### config.mk
export PLATFORM = sky130hd
export DESIGN_NAME = fetch_stage
export DESIGN_NICKNAME = d
export VERILOG_FILES = /design/src/rtl/fetch_stage.sv
export SDC_FILE = /design/constraint.sdc
export NUM_CORES = 1
export LEC_CHECK = 0
export CORE_MARGIN = 2
export CORE_UTILIZATION = 37
export DETAILED_ROUTE_END_ITERATION = 7
export GPL_TIMING_DRIVEN = 1
export MAX_ROUTING_LAYER = met4
export PLACE_DENSITY_LB_ADDON = 0.05
export SLEW_MARGIN = 10
export SYNTH_ARGS = -nofsm -noshare
export SYNTH_HDL_FRONTEND = slang
export SYNTH_SLANG_ARGS = --single-unit
### constraint.sdc
create_clock -name CLK -period 2.6 [get_ports CLK]
set_clock_uncertainty 0.1 [all_clocks]
set_input_delay 0.26 -clock CLK [delete_from_list [all_inputs] [get_ports CLK]]
set_output_delay 0.26 -clock CLK [all_outputs]
set_load 0.03 [all_outputs]
### src/rtl/fetch_stage.sv
// Instruction-fetch stage: owns the PC, fetches from instruction RAM into IF/ID,
// and handles stall, flush, redirect and halt detection with a drain countdown.
module fetch_stage #(
  parameter logic [31:0] RESET_PC     = 32'h0000_0000,
  parameter logic [31:0] HALT_INSTR   = 32'hFFFF_FFFF,
  parameter int unsigned DRAIN_CYCLES = 4
) (
  input  logic        CLK,
  input  logic        RESET,
  input  logic        stall,
  input  logic        flush,
  input  logic        redirect_valid,
  input  logic [31:0] redirect_pc,
  output logic [31:0] imem_addr,
  input  logic [31:0] imem_data,
  output logic [31:0] if_id_instr,
  output logic [31:0] if_id_pc4,
  output logic        if_id_valid,
  output logic        halted,
  output logic        done
);

  localparam int unsigned CNT_W = 4;
  localparam logic [CNT_W-1:0] CNT_LOAD = CNT_W'(DRAIN_CYCLES);

  typedef enum logic [1:0] {
    RUN   = 2'd0,
    DRAIN = 2'd1,
    DONE  = 2'd2
  } state_e;

  state_e             state_q, state_d;
  logic [31:0]        pc_q, pc_d;
  logic [31:0]        instr_q, instr_d;
  logic [31:0]        pc4_q, pc4_d;
  logic               valid_q, valid_d;
  logic [CNT_W-1:0]   cnt_q, cnt_d;
  logic               halted_q, halted_d;
  logic               done_q, done_d;
  logic [31:0]        pc_plus4_c;
  logic [31:0]        target_c;

  assign pc_plus4_c = pc_q + 32'd4;
  assign target_c   = redirect_pc & ~32'd3;

  // State and pipeline register
  always_ff @(posedge CLK) begin
    if (RESET) begin
      state_q  <= RUN;
      pc_q     <= RESET_PC;
      instr_q  <= 32'd0;
      pc4_q    <= 32'd0;
      valid_q  <= 1'b0;
      cnt_q    <= '0;
      halted_q <= 1'b0;
      done_q   <= 1'b0;
    end else begin
      state_q  <= state_d;
      pc_q     <= pc_d;
      instr_q  <= instr_d;
      pc4_q    <= pc4_d;
      valid_q  <= valid_d;
      cnt_q    <= cnt_d;
      halted_q <= halted_d;
      done_q   <= done_d;
    end
  end

  // Next-state: redirect > flush > stall > fetch; DONE freezes everything
  always_comb begin
    state_d  = state_q;
    pc_d     = pc_q;
    instr_d  = instr_q;
    pc4_d    = pc4_q;
    valid_d  = valid_q;
    cnt_d    = cnt_q;
    halted_d = halted_q;
    done_d   = done_q;

    case (state_q)
      RUN: begin
        if (redirect_valid) begin
          pc_d    = target_c;
          instr_d = 32'd0;
          pc4_d   = 32'd0;
          valid_d = 1'b0;
        end else if (flush) begin
          pc_d    = pc_plus4_c;
          instr_d = 32'd0;
          pc4_d   = 32'd0;
          valid_d = 1'b0;
        end else if (stall) begin
          pc_d = pc_q;
        end else if (imem_data == HALT_INSTR) begin
          // Halt word is swallowed; pc stays on it while the pipe drains
          instr_d  = 32'd0;
          pc4_d    = 32'd0;
          valid_d  = 1'b0;
          cnt_d    = CNT_LOAD;
          halted_d = 1'b1;
          state_d  = DRAIN;
        end else begin
          pc_d    = pc_plus4_c;
          instr_d = imem_data;
          pc4_d   = pc_plus4_c;
          valid_d = 1'b1;
        end
      end
      DRAIN: begin
        instr_d = 32'd0;
        pc4_d   = 32'd0;
        valid_d = 1'b0;
        if (redirect_valid) begin
          pc_d     = target_c;
          cnt_d    = '0;
          halted_d = 1'b0;
          state_d  = RUN;
        end else if (!stall) begin
          cnt_d = cnt_q - CNT_W'(1);
          if (cnt_q == CNT_W'(1)) begin
            done_d  = 1'b1;
            state_d = DONE;
          end
        end
      end
      DONE: begin
        done_d = 1'b1;
      end
      default: begin
        state_d = RUN;
      end
    endcase
  end

  assign imem_addr   = {2'b00, pc_q[31:2]};
  assign if_id_instr = instr_q;
  assign if_id_pc4   = pc4_q;
  assign if_id_valid = valid_q;
  assign halted      = halted_q;
  assign done        = done_q;

endmodule
Yosys cells after proc, flatten, opt, wreduce, memory -nomap -nowiden
Cells that the tools add are included.
Word-level totals
  flip-flop bits (word level): 105
  logic and storage cells: 82
  output and inout bits: 99
  bits of input ports: 69
Cells by class
  multiplexer cells: 46
  $add $sub $neg: 2
  eq/ne operators: 16
  reductions and logical operators: 9
  bitwise gates (word level): 1
Operator list (number)
  $mux W32: 13
  $pmux W32 S2: 3
  $add A32 B3 Y32 const B: 1
  $eq A32 B32 Y1 const B: 1
  $mux W4: 6
  $ne A2 B2 Y1 const B: 8
  $mux W2: 7
  $mux W1: 12
  $reduce_and A6 Y1: 2
  $ne A4 B4 Y1 const B: 2
  $pmux W4 S2: 1
  $reduce_and A4 Y1: 2
  $reduce_and A7 Y1: 1
  $ne A3 B3 Y1 const B: 2
  $pmux W1 S2: 3
  $pmux W2 S3: 1
  $eq A4 B1 Y1 const B: 1
  $reduce_bool A2 Y1: 2
  $sub A4 B1 Y4 const B: 1
  $eq A2 B1 Y1 const B: 1
  $eq A2 B2 Y1 const B: 1
  $logic_not A2 Y1: 1
  $reduce_and A2 Y1: 1
  $not A1 Y1: 1

Logic depth before layout (Yosys ltp)
Gate-level depths: netlist of run 1.
  word-level depth: 6
  mapped depth: 9
  mapped depth without buffers: 7

Worst setup path before layout of run 1
Ideal clock, no wire load.
  path type: register -> register
  from: register pc_q[2]
  to: register pc_q[22]
  clock period less this slack: 2.372 ns
  data arrival time: 2.180 ns
  path buffers: 1
  cell stages (with the launch flop): 9
  setup time: 0.092 ns
  data required time: 2.408 ns
  path slack: 0.228 ns
  path through: dfxtp_1 -> ha_1 -> and4_1 -> clkbuf_1 -> nand4_2 -> or2_2 -> nor3_1 -> a21oi_1 -> o32ai_1
Between the ends
  word-level cells in the longest chain between the ends: 6
RTL lines
  start, declared: RTL line 33  | logic [31:0] pc_q, pc_d;
  start signal, assigned: RTL line 59  | pc_q <= pc_d;
  $add A32 B3 Y32 *: RTL line 43  | assign pc_plus4_c = pc_q + 32'd4;
  $mux W32: RTL line 94  | end else if (imem_data == HALT_INSTR) begin
  $mux W32: RTL line 92  | end else if (stall) begin
  $mux W32 *: RTL line 87  | end else if (flush) begin
  $mux W32 *: RTL line 82  | if (redirect_valid) begin
  $pmux W32 S2 *: RTL line 80  | case (state_q)
Every way passes the cells marked *; elsewhere a longest branch is shown, timed or not. The select of a mux whose other input is x is not followed.
A chain may end at the register's enable or synchronous reset.

Final worst setup path of run 1
  from: input imem_data[28]
  to: register pc_q[27]
Between the ends
  word-level cells in the longest chain between the ends: 3
RTL lines
  start, declared: RTL line 15  | input logic [31:0] imem_data,
  $eq A32 B32 Y1: RTL line 94
  $ne A4 B4 Y1 (no source line)
  $reduce_and A4 Y1 (no source line)
Every way passes these cells.

==> summary.txt, run 1 <==
=================================================================================================
Fraction of final layout cells sized beyond drive strength 1                               0.0838
Via density per instance                                                                     5.20
Number of nets in the layout                                                                  795
Final non-filler cell total                                                                   900
Worst path setup slack after routing                                                     0.258 ns
Unrepaired setup endpoints after global routing                                             false
Switching component of the power                                                          1.03 mW
Fraction of the mapped netlist area in compound gates                                       0.213
Share of cell area taken by muxes after synthesis                                               0
Number of hold violations in the final report                                                   0
Internal power of the cells                                                               2.57 mW
Data arrival time at the worst-slack endpoint                                             2.53 ns
Std-Cell Rows                                                                                  41
Worst Path Required                                                                       2.78 ns
Number of synthesized register bits                                                           102
Number of distinct library cell variants in the gate-level netlist after synthesis             55
Number of global-route vias before repair                                                    4303
Final instance area                                                                    6910 sq um
Power density relative to cell area                                                   522 nW/um^2
CTS-repair resized insts                                                                        0
Clock latency on the worst-skew pair                                                      0.35 ns
Type of origin of the critical path                                                     input pin
Boundary pin count                                                                            168
HPWL after detailed placement                                                             10.4 mm
Core area                                                                             12500 sq um
Cell repeated most along the worst path                                              sky130_fd_sc_hd__buf_4
Final setup viols                                                                               0
IO buf count                                                                                  163
Initial core utilization                                                                    0.377
Worst min-delay path class                                                              in -> reg
Layout overhead on the synthesized area                                                     46.6%
Cell Area, Synth                                                                       4720 sq um
Vias                                                                                         4679
Global Route Usage Sum                                                                      0.219
Drt first-iter violations                                                                     354
Reg-to-reg setup timing slack                                                             0.31 ns
Setup repair bufs after CTS                                                                     0
Slew Viols, Final                                                                               0
Share of power burned in combinational logic                                                0.178
Worst Path Max Fanout                                                                          19
Final weighted congestion in routability-driven placement                                   0.828
Number of placed instances, taps included                                                     884
Crit path to                                                                         pc_q[27]$_SDFFE_PP0P_
Residual DRC                                                                                    0
Syn Area/Cell                                                                          8.24 sq um
Antenna Cells                                                                                   0
Count of buffer and inverter cells on the critical path                                         3
Proportion of power drawn by the clock network                                              0.355
Setup TNS                                                                                    0 ns
Critical path cell sequence                                                          clkdlybuf4s50_1 > nand4_1 > nor4_1 > buf_4 > and2_1 > a211o_1 > buf_4 > o21ai_0 > a21oi_1
Most common library cell in the layout ignoring fill and taps                        sky130_fd_sc_hd__clkdlybuf4s50_1
Outcome                                                                              complete, no violations
Launching instance or port of the critical path                                      imem_data[28]
Die ar.                                                                               13700 sq um
End of the worst register-to-register path                                           pc_q[25]$_SDFFE_PP0P_
Xor and xnor area share after synthesis                                                    0.0520
Cell count of the worst reg-to-reg path                                                         6
Main flop type after synthesis                                                       sky130_fd_sc_hd__dfxtp_1
Leakage power                                                                             2.46 nW
WS Path Type                                                                            in -> reg
Sequential area share after synthesis                                                       0.433
Total of warnings raised by yosys                                                               0
Origin of the critical flop-to-flop path                                             pc_q[8]$_SDFFE_PP0P_
Synth Area in Simple Gates                                                                  0.241
Horizontal extent of the die                                                          117 microns
Filler cells                                                                                 1216
Dominant delay contributor by cell family on the critical path                       buffers and inverters
Largest vdd supply drop                                                                    319 uV
Buffer type at the clock tree root                                                   sky130_fd_sc_hd__clkbuf_16
Count of max-cap constraint violations                                                          0
Crit. End Element                                                                       flip-flop
Drt total wl                                                                              14.5 mm
Cell with the biggest individual delay on the critical path                          sky130_fd_sc_hd__nor4_1
Clock tree from TritonCTS                                                                   built
H-Tree Depth                                                                                    3
Routed Antenna Nets                                                                             0
First-pass GRT wire length                                                                22.4 mm
Fraction of power spent switching nets                                                      0.287
Number of buffers inserted by hold repair at cts                                                0
Cell count after synthesis                                                                    572
Overall Power                                                                             3.61 mW
Combinational family with the most area after synthesis                              simple AND/OR/NAND/NOR gates
Congestion Overflow GR                                                                          0
Worst slew margin                                                                           0.579
Number of buffers created by CTS                                                                9
Count of flip-flops with a built-in enable after synthesis                                      0
Adder and majority gate portion of the synthesized area                                   0.00796
Utilization after layout                                                                    0.552
Proportion of power drawn by flip-flops and latches                                         0.466
WL/cell                                                                              16.1 microns
Number of iterations in the first detailed-routing pass                                         5
Transition time at the pin with the least slew margin                                    0.626 ns
Biggest cell delay along the critical path                                                0.57 ns
Placed standard-cell area                                                              6640 sq um
Sink count of the clock tree                                                                  102
Largest net degree at the start of global routing                                              57
Worst hold slack after final layout                                                      0.179 ns
Worst slack, placed                                                                    -0.0795 ns
Commonest cells after routing, fill and taps aside                                   sky130_fd_sc_hd__clkdlybuf4s50_1 (162), sky130_fd_sc_hd__dfxtp_1 (102), sky130_fd_sc_hd__nor2_1 (95)
Max Root-Sink Buffers                                                                           2
Floorplan die height                                                                  117 microns
Max Freq                                                                                  427 MHz
Antenna violations before repair                                                                0
Shortest period the worst path allows                                                     2.34 ns
Async set-reset flop share out of synthesis                                                     0
Clock-pin slew of the registers on the worst-case setup and hold paths                    0.08 ns
Total stage count of the critical path                                                          9
Portion of the clock cycle consumed by the worst path in the final layout                   0.901
=================================================================================================
Yosys cell counts, drive strengths merged, types with 10 or more instances:
cell type    n  share of area
nand2b      12          0.016
a21oi       39          0.043
o211ai      11          0.018
nand4       17          0.025
xnor2       18          0.033
xor2        10          0.019
dfxtp      102           0.43
clkbuf      38          0.031
nand3       12          0.013
nand2       50          0.040
nor3        18          0.023
a22oi       61          0.097
buf         12          0.014
nor2        95          0.076
power groups by stage:
stage,sequential (mW),clock (mW),combinational (mW)
2_1_floorplan,1.82,0,0.226
3_3_place_gp,1.72,0,0.641
3_5_place_dp,1.72,0,0.645
4_1_cts,1.68,1.33,0.648
5_1_grt,1.69,1.38,0.690
6_report,1.68,1.28,0.643
cell families after synthesis:
family / Yosys count
simple gates: 234
compound gates: 144
flops: 102
buf+inv: 60
xor+xnor: 28
fa+ha+maj: 3
other cells: 1
how the worst min path moves through the flow:
stage | depth (start not counted) | slack (ns) | to | from
finish | 2 | 0.18 | if_id_pc4[9]$_SDFFE_PP0P_ | RESET
global route | 2 | 0.19 | if_id_pc4[7]$_SDFFE_PP0P_ | RESET
detailed placement | 2 | 0.34 | done$_SDFFE_PP0P_ | done$_SDFFE_PP0P_
CTS | 2 | 0.17 | if_id_pc4[9]$_SDFFE_PP0P_ | RESET
global placement | 2 | 0.34 | done$_SDFFE_PP0P_ | done$_SDFFE_PP0P_
floorplan | 1 | 0.24 | state_q[0]$_SDFFE_PP0P_ | redirect_valid
metal layers:
metal | vias to the layer above | global-route usage | wire (microns)
met5 | - | - | 0
met4 | 0 | 0.0565 | 176
met3 | 14 | 0.0572 | 962
met2 | 143 | 0.341 | 6630
met1 | 2186 | 0.285 | 6680
li1 | 2336 | - | -
registers in the layout, summed over array words and instances, names as in the netlist:
signal / count
state_q: 2
done: 1
if_id_instr: 32
if_id_pc4: 31
pc_q: 30
if_id_valid: 1
halted: 1
cnt_q: 4
cell type report:
cell class              count  area, sq um  share of cell area
multi-input cells         411         2440               0.354
flip-flops and latches    102         2040               0.295
repair buffers            189         1900               0.275
clock buffers              10          229              0.0331
well taps                 172          215              0.0311
clock inverters             6         46.3             0.00670
inverters                  10         37.5             0.00543
No activity file was read; power rests on OpenSTA's default activity.
==> inputs of run 2 (changes only) <==
clock period = 2.5 ns   (was 2.6 ns; I/O delays follow)
==> run 2 against run 1 <==
  * Global-route usage is 0.25 points higher
  * Largest cell class unchanged
  * Flip-flop and latch count unchanged
  * Critical endpoint is now pc_q[10]$_SDFFE_PP0P_
  * Sequential share of layout area shrank 0.42 points
  * Critical path depth is 1 lower
  * Combinational power grew 6.8%
  * Clock power grew 13%
  * Core utilization up 0.79 points
  * Via count grew 2.7%
  * Sequential power rose by 4%
  * Total power rose by 7.6%
  * Clock-buffer cell count is 1 lower
  * Register-to-register slack worse by 0.06 ns
==> summary.txt, run 2 (same netlist as run 1, synthesis figures left out) <==
========================================================================================
Outcome                                                                     complete, no violations   unchanged
Origin of the critical flop-to-flop path                                    pc_q[2]$_SDFFE_PP0P_   was pc_q[8]$_SDFFE_PP0P_
Utilization after layout                                                           0.560   was 0.552
Worst Path Max Fanout                                                                  6   was 19
Cell with the biggest individual delay on the critical path                 sky130_fd_sc_hd__dfxtp_1   was sky130_fd_sc_hd__nor4_1
Core area                                                                    12500 sq um   unchanged
Die ar.                                                                      13700 sq um   unchanged
HPWL after detailed placement                                                    10.4 mm   about the same
Leakage power                                                                    2.53 nW   was 2.46 nW
Clock latency on the worst-skew pair                                             0.34 ns   was 0.35 ns
Overall Power                                                                    3.88 mW   was 3.61 mW
Number of hold violations in the final report                                          0   unchanged
Clock-pin slew of the registers on the worst-case setup and hold paths           0.07 ns   was 0.08 ns
Antenna Cells                                                                          0   unchanged
Number of iterations in the first detailed-routing pass                                5   unchanged
GR peak layer                                                                       met2   unchanged
Number of nets in the layout                                                         804   was 795
Critical path cell sequence                                                 ha_1 > and4_1 > buf_4 > nand4_1 > xnor2_1 > nor2_1 > or3_1 > a21oi_1   was clkdlybuf4s50_1 > nand4_1 > nor4_1 > buf_4 > and2_1 > a211o_1 > buf_4 > o21ai_0 > a21oi_1
Final weighted congestion in routability-driven placement                          0.841   was 0.828
Shortest period the worst path allows                                            2.25 ns
Largest register FFs                                                                  32   unchanged
Filler cells                                                                        1208   was 1216
GRT met1 Usage                                                                     0.296   was 0.285
Initial core utilization                                                           0.377   unchanged
Congestion Overflow GR                                                                 0   unchanged
Setup TNS                                                                           0 ns   unchanged
First-pass GRT wire length                                                       23.2 mm   was 22.4 mm
Layout overhead on the synthesized area                                            48.7%   was 46.6%
Worst slew margin                                                                  0.613   was 0.579
Worst Hold Path EP                                                          if_id_pc4[23]$_SDFFE_PP0P_   was if_id_pc4[9]$_SDFFE_PP0P_
Sink count of the clock tree                                                         102   unchanged
Reg-to-reg setup timing slack                                                    0.25 ns   was 0.31 ns
Number of global-route vias before repair                                           4601   was 4303
Residual DRC                                                                           0   unchanged
Largest net degree at the start of global routing                                     60   was 57
Biggest cell delay along the critical path                                       0.44 ns   was 0.57 ns
Horizontal extent of the die                                                 117 microns   unchanged
Antenna violations before repair                                                       0   unchanged
Max Root-Sink Buffers                                                                  2   unchanged
Worst min-delay path class                                                     in -> reg   unchanged
Clock tree from TritonCTS                                                          built   unchanged
H-Tree Depth                                                                           3   unchanged
Slew Viols, Final                                                                      0   unchanged
Commonest cells after routing, fill and taps aside                          sky130_fd_sc_hd__clkdlybuf4s50_1 (162), sky130_fd_sc_hd__dfxtp_1 (102), sky130_fd_sc_hd__nor2_1 (95)   unchanged
Number of buffers inserted by hold repair at cts                                       0   unchanged
Cell count of the worst reg-to-reg path                                                8   was 6
Met2 usage                                                                         0.343   was 0.341
Boundary pin count                                                                   168   unchanged
WL/cell                                                                     16.1 microns   about the same
Worst Path Required                                                              2.68 ns   was 2.78 ns
Data arrival time at the worst-slack endpoint                                    2.43 ns   was 2.53 ns
Global Route Usage Sum                                                             0.222   was 0.219
Most common library cell in the layout ignoring fill and taps               sky130_fd_sc_hd__clkdlybuf4s50_1   unchanged
Number of buffers created by CTS                                                       9   unchanged
Number of cells traversed by the worst hold path                                       2   unchanged
Via density per instance                                                            5.28   was 5.20
Count of max-cap constraint violations                                                 0   unchanged
Drt total wl                                                                     14.7 mm   was 14.5 mm
Largest vdd supply drop                                                           386 uV   was 319 uV
Type of origin of the critical path                                            flip-flop   was input pin
WS Path Type                                                                  reg -> reg   was in -> reg
Max Freq                                                                         444 MHz
IO buf count                                                                         163   unchanged
Transition time at the pin with the least slew margin                           0.576 ns   was 0.626 ns
Buffer type at the clock tree root                                          sky130_fd_sc_hd__clkbuf_16   unchanged
Fraction of final layout cells sized beyond drive strength 1                      0.0977   was 0.0838
Crit. End Element                                                              flip-flop   unchanged
Unrepaired setup endpoints after global routing                                    false   unchanged
Drt first-iter violations                                                            352   was 354
Startpoint of the lowest-slack hold path                                           RESET   unchanged
Power density relative to cell area                                          553 nW/um^2   was 522 nW/um^2
Vias                                                                                4803   was 4679
End of the worst register-to-register path                                  pc_q[10]$_SDFFE_PP0P_   was pc_q[25]$_SDFFE_PP0P_
Routed Antenna Nets                                                                    0   unchanged
Floorplan die height                                                         117 microns   unchanged
Std-Cell Rows                                                                         41   unchanged
Fraction of met3 tracks used by global routing                                    0.0489   was 0.0572
Portion of the clock cycle consumed by the worst path in the final layout          0.901
Final setup viols                                                                      0   unchanged
========================================================================================
==> run 2: worst max path at each step <==
stage,from,end,slack [ns],cells past startpoint
3_3_place_gp,imem_data[29],pc_q[16]$_SDFFE_PP0P_,-0.18,9
6_report,pc_q[2]$_SDFFE_PP0P_,pc_q[10]$_SDFFE_PP0P_,0.25,8
3_5_place_dp,imem_data[29],pc_q[22]$_SDFFE_PP0P_,-0.21,10
2_1_floorplan,pc_q[2]$_SDFFE_PP0P_,pc_q[22]$_SDFFE_PP0P_,0.13,8
5_1_grt,pc_q[2]$_SDFFE_PP0P_,pc_q[18]$_SDFFE_PP0P_,0.08,7
4_1_cts,pc_q[2]$_SDFFE_PP0P_,pc_q[22]$_SDFFE_PP0P_,0.10,7
==> run 2: layout make-up <==
class                           count  area (sq um)  area share
Multi-Input combinational cell    411          2460       0.351
Sequential cell                   102          2040       0.291
Timing Repair Buffer              198          1950       0.279
Clock buffer                        9           225      0.0321
Tap cell                          172           215      0.0307
Clock inverter                      7          78.8      0.0112
Inverter                           10          37.5     0.00535
==> run 2: stage by stage <==
step	instances	hold slack (ns)	area, sq um	setup WS (ns)
5_1_grt	909	0.154	7010	0.0751
3_3_place_gp	893	0.338	6690	-0.179
3_5_place_dp	893	0.341	6690	-0.211
4_1_cts	909	0.143	7000	0.101
6_report	909	0.161	7010	0.247
2_1_floorplan	573	0.229	4720	0.128
==> run 2: worst max-delay path, delay by kind of cell (launching register included) <==
kind,cells,cell delay [ns]
simple gates,4,0.79
flops,1,0.44
fa+ha+maj,1,0.30
xor+xnor,1,0.28
buf+inv,1,0.15
compound gates,1,0.13
==> run 2: where the power goes <==
part	internal, mW	leakage, nW	switching [mW]
logic	0.317	1.55	0.370
clock network	0.792	0.151	0.658
registers	1.68	0.832	0.0596
==> run 2: repair_timing <==
action / CTS / global route
hold endpoints to repair: 0 / 0
setup buffers: 0 / 0
endpoints found under the setup margin: 0 / 6
gates resized for setup: 0 / 2
==> run 2: routing by layer <==
| layer | wire [microns] | part of all wire |
|---|---|---|
| met1 | 6870 | 0.47 |
| met2 | 6810 | 0.46 |
| met3 | 883 | 0.060 |
| met4 | 102 | 0.0070 |
| met5 | 0 | 0 |
==> inputs of run 3 (changes only) <==
REMOVE_ABC_BUFFERS = 1   (was not set)
clock period = 2.8 ns   (was 2.5 ns; I/O delays follow)
==> run 3 against run 2 <==
  * Wire length fell by 0.85%
  * Via count decreased by 2.2%
  * Final area shrank 2.0%
  * Non-clock buffer count down 15
  * Worst hold slack better by 0.12 ns
  * Die area unchanged
  * Maximum frequency fell by 3.1%
  * Critical path depth decreased by 1
  * Total power shrank 12%
  * Critical path type unchanged
  * Largest cell class unchanged
==> summary.txt, run 3 (same netlist as run 1, synthesis figures left out) <==
========================================================================================
Std-Cell Rows                                                                         41   unchanged
Filler cells                                                                        1244   was 1208
Worst slew margin                                                                  0.525   was 0.613
Data arrival time at the worst-slack endpoint                                    2.48 ns   was 2.43 ns
Leakage power                                                                    2.44 nW   was 2.53 nW
Boundary pin count                                                                   168   unchanged
Number of nets in the layout                                                         789   was 804
Largest net degree at the start of global routing                                     63   was 60
CTS-repair resized insts                                                               0   unchanged
Number of buffers created by CTS                                                       9   unchanged
Origin of the critical flop-to-flop path                                    pc_q[2]$_SDFFE_PP0P_   unchanged
Setup repair bufs after CTS                                                            0   unchanged
Residual DRC                                                                           0   unchanged
First-pass GRT wire length                                                       22.9 mm   was 23.2 mm
Drt first-iter violations                                                            255   was 352
Antenna violations before repair                                                       0   unchanged
Crit. End Element                                                              flip-flop   unchanged
Count of max-cap constraint violations                                                 0   unchanged
Most common library cell in the layout ignoring fill and taps               sky130_fd_sc_hd__clkdlybuf4s50_1   unchanged
Number of global-route vias before repair                                           4506   was 4601
Reg-to-reg setup timing slack                                                    0.48 ns   was 0.25 ns
Global Route Usage Sum                                                             0.221   was 0.222
Vias                                                                                4695   was 4803
Cell with the biggest individual delay on the critical path                 sky130_fd_sc_hd__dfxtp_1   unchanged
H-Tree Depth                                                                           3   unchanged
Max Root-Sink Buffers                                                                  2   unchanged
Commonest cells after routing, fill and taps aside                          sky130_fd_sc_hd__clkdlybuf4s50_1 (162), sky130_fd_sc_hd__dfxtp_1 (102), sky130_fd_sc_hd__nor2_1 (95)   unchanged
Number of hold violations in the final report                                          0   unchanged
Final setup viols                                                                      0   unchanged
Footprint of the flip-flops and latches                                       2040 sq um   unchanged
Placed standard-cell area                                                     6580 sq um   was 6690 sq um
Final non-filler cell total                                                          892   was 909
Outcome                                                                     complete, no violations   unchanged
Max Freq                                                                         430 MHz   was 444 MHz
Routed Antenna Nets                                                                    0   unchanged
Startpoint of the lowest-slack hold path                                           RESET   unchanged
Combined area of the multi-input logic cells                                  2440 sq um   was 2460 sq um
Worst min-delay path class                                                     in -> reg   unchanged
Final instance area                                                           6870 sq um   was 7010 sq um
Buffer type at the clock tree root                                          sky130_fd_sc_hd__clkbuf_16   unchanged
Transition time at the pin with the least slew margin                           0.712 ns   was 0.576 ns
Type of origin of the critical path                                            flip-flop   unchanged
WS Path Type                                                                  reg -> reg   unchanged
Clock-pin slew of the registers on the worst-case setup and hold paths           0.07 ns   about the same
Congestion Overflow GR                                                                 0   unchanged
Clock latency on the worst-skew pair                                             0.34 ns   about the same
IO buf count                                                                         163   unchanged
HPWL after detailed placement                                                    9.96 mm   was 10.4 mm
Shortest period the worst path allows                                            2.32 ns   was 2.25 ns
WL/cell                                                                     16.3 microns   was 16.1 microns
Drt total wl                                                                     14.5 mm   was 14.7 mm
End of the worst register-to-register path                                  pc_q[22]$_SDFFE_PP0P_   was pc_q[10]$_SDFFE_PP0P_
Final weighted congestion in routability-driven placement                          0.836   was 0.841
Layout overhead on the synthesized area                                            45.7%   was 48.7%
Initial core utilization                                                           0.377   unchanged
Fraction of final layout cells sized beyond drive strength 1                      0.0722   was 0.0977
Antenna Cells                                                                          0   unchanged
Worst Hold Path EP                                                          if_id_pc4[29]$_SDFFE_PP0P_   was if_id_pc4[23]$_SDFFE_PP0P_
Cell count of the worst reg-to-reg path                                                7   was 8
Largest vdd supply drop                                                           472 uV   was 386 uV
Number of placed instances, taps included                                            878   was 893
Number of cells traversed by the worst hold path                                       2   unchanged
Unrepaired setup endpoints after global routing                                    false   unchanged
Die ar.                                                                      13700 sq um   unchanged
Via density per instance                                                            5.26   was 5.28
Portion of the clock cycle consumed by the worst path in the final layout          0.830   was 0.901
Clock tree from TritonCTS                                                          built   unchanged
Worst Path Max Fanout                                                                 10   was 6
Core area                                                                    12500 sq um   unchanged
Number of iterations in the first detailed-routing pass                                5   unchanged
Biggest cell delay along the critical path                                       0.44 ns   about the same
Floorplan die height                                                         117 microns   unchanged
Largest register FFs                                                                  32   unchanged
Power density relative to cell area                                          495 nW/um^2   was 553 nW/um^2
Slew Viols, Final                                                                      0   unchanged
Critical path cell sequence                                                 ha_1 > and4_1 > nand4_2 > or2_2 > nor3_1 > a21oi_1 > o32ai_1   was ha_1 > and4_1 > buf_4 > nand4_1 > xnor2_1 > nor2_1 > or3_1 > a21oi_1
Sink count of the clock tree                                                         102   unchanged
Worst Path Required                                                              2.96 ns   was 2.68 ns
Horizontal extent of the die                                                 117 microns   unchanged
Number of buffers inserted by hold repair at cts                                       0   unchanged
========================================================================================
==> run 3: per-stage QoR <==
| step | hold WS, ns | power (mW) | worst slack [ns] | setup TNS [ns] | util |
|---|---|---|---|---|---|
| floorplan | 0.242 | 1.86 | -1.68 | -104.98 | - |
| global placement | 0.341 | 2.18 | 0.275 | 0 | 0.526 |
| global route | 0.288 | 3.54 | 0.250 | 0 | 0.549 |
| CTS | 0.268 | 3.44 | 0.471 | 0 | 0.549 |
| detailed placement | 0.345 | 2.18 | 0.270 | 0 | 0.526 |
| finish | 0.281 | 3.40 | 0.475 | 0 | 0.549 |
==> run 3: critical path, delay by kind of cell, from the launching register on <==
family                     cells  cell delay [ns]
AOI/OAI and AO/OA              2             0.26
adders and majority gates      1             0.21
DFF                            1             0.44
and+or+nand+nor                4             1.21
==> run 3: worst max path at each step <==
stage                                  from                           to  slack, ns  depth (start not counted)
global route           pc_q[2]$_SDFFE_PP0P_        pc_q[30]$_SDFFE_PP0P_       0.25                          7
global placement              imem_data[15]         pc_q[2]$_SDFFE_PP0P_       0.27                          8
floorplan           state_q[1]$_SDFFE_PP0P_  if_id_instr[0]$_SDFFE_PP0P_      -1.68                          5
CTS                    pc_q[2]$_SDFFE_PP0P_        pc_q[22]$_SDFFE_PP0P_       0.47                          7
finish                 pc_q[2]$_SDFFE_PP0P_        pc_q[22]$_SDFFE_PP0P_       0.48                          7
detailed placement            imem_data[15]         pc_q[4]$_SDFFE_PP0P_       0.27                          8
==> run 3: final cells by class <==
class                           instances  area share
Tap cell                              172      0.0313
Sequential cell                       102       0.297
Clock inverter                          1     0.00437
Multi-Input combinational cell        411       0.356
Clock buffer                           13      0.0379
Timing Repair Buffer                  183       0.268
Inverter                               10     0.00546
==> run 3: routing by layer <==
| metal | wire length, microns | vias up | share of wire | GRT usage |
|---|---|---|---|---|
| met3 | 947 | 16 | 0.065 | 0.0494 |
| met1 | 6680 | 2200 | 0.46 | 0.280 |
| li1 | - | 2319 | - | - |
| met4 | 210 | 0 | 0.014 | 0.0620 |
| met5 | 0 | - | 0 | - |
| met2 | 6710 | 160 | 0.46 | 0.358 |
==> run 3: report_power, final <==
part	leakage (nW)	switching (mW)	internal, mW
logic	1.46	0.317	0.270
registers	0.832	0.0638	1.50
clock network	0.142	0.514	0.733
total	2.44	0.895	2.51
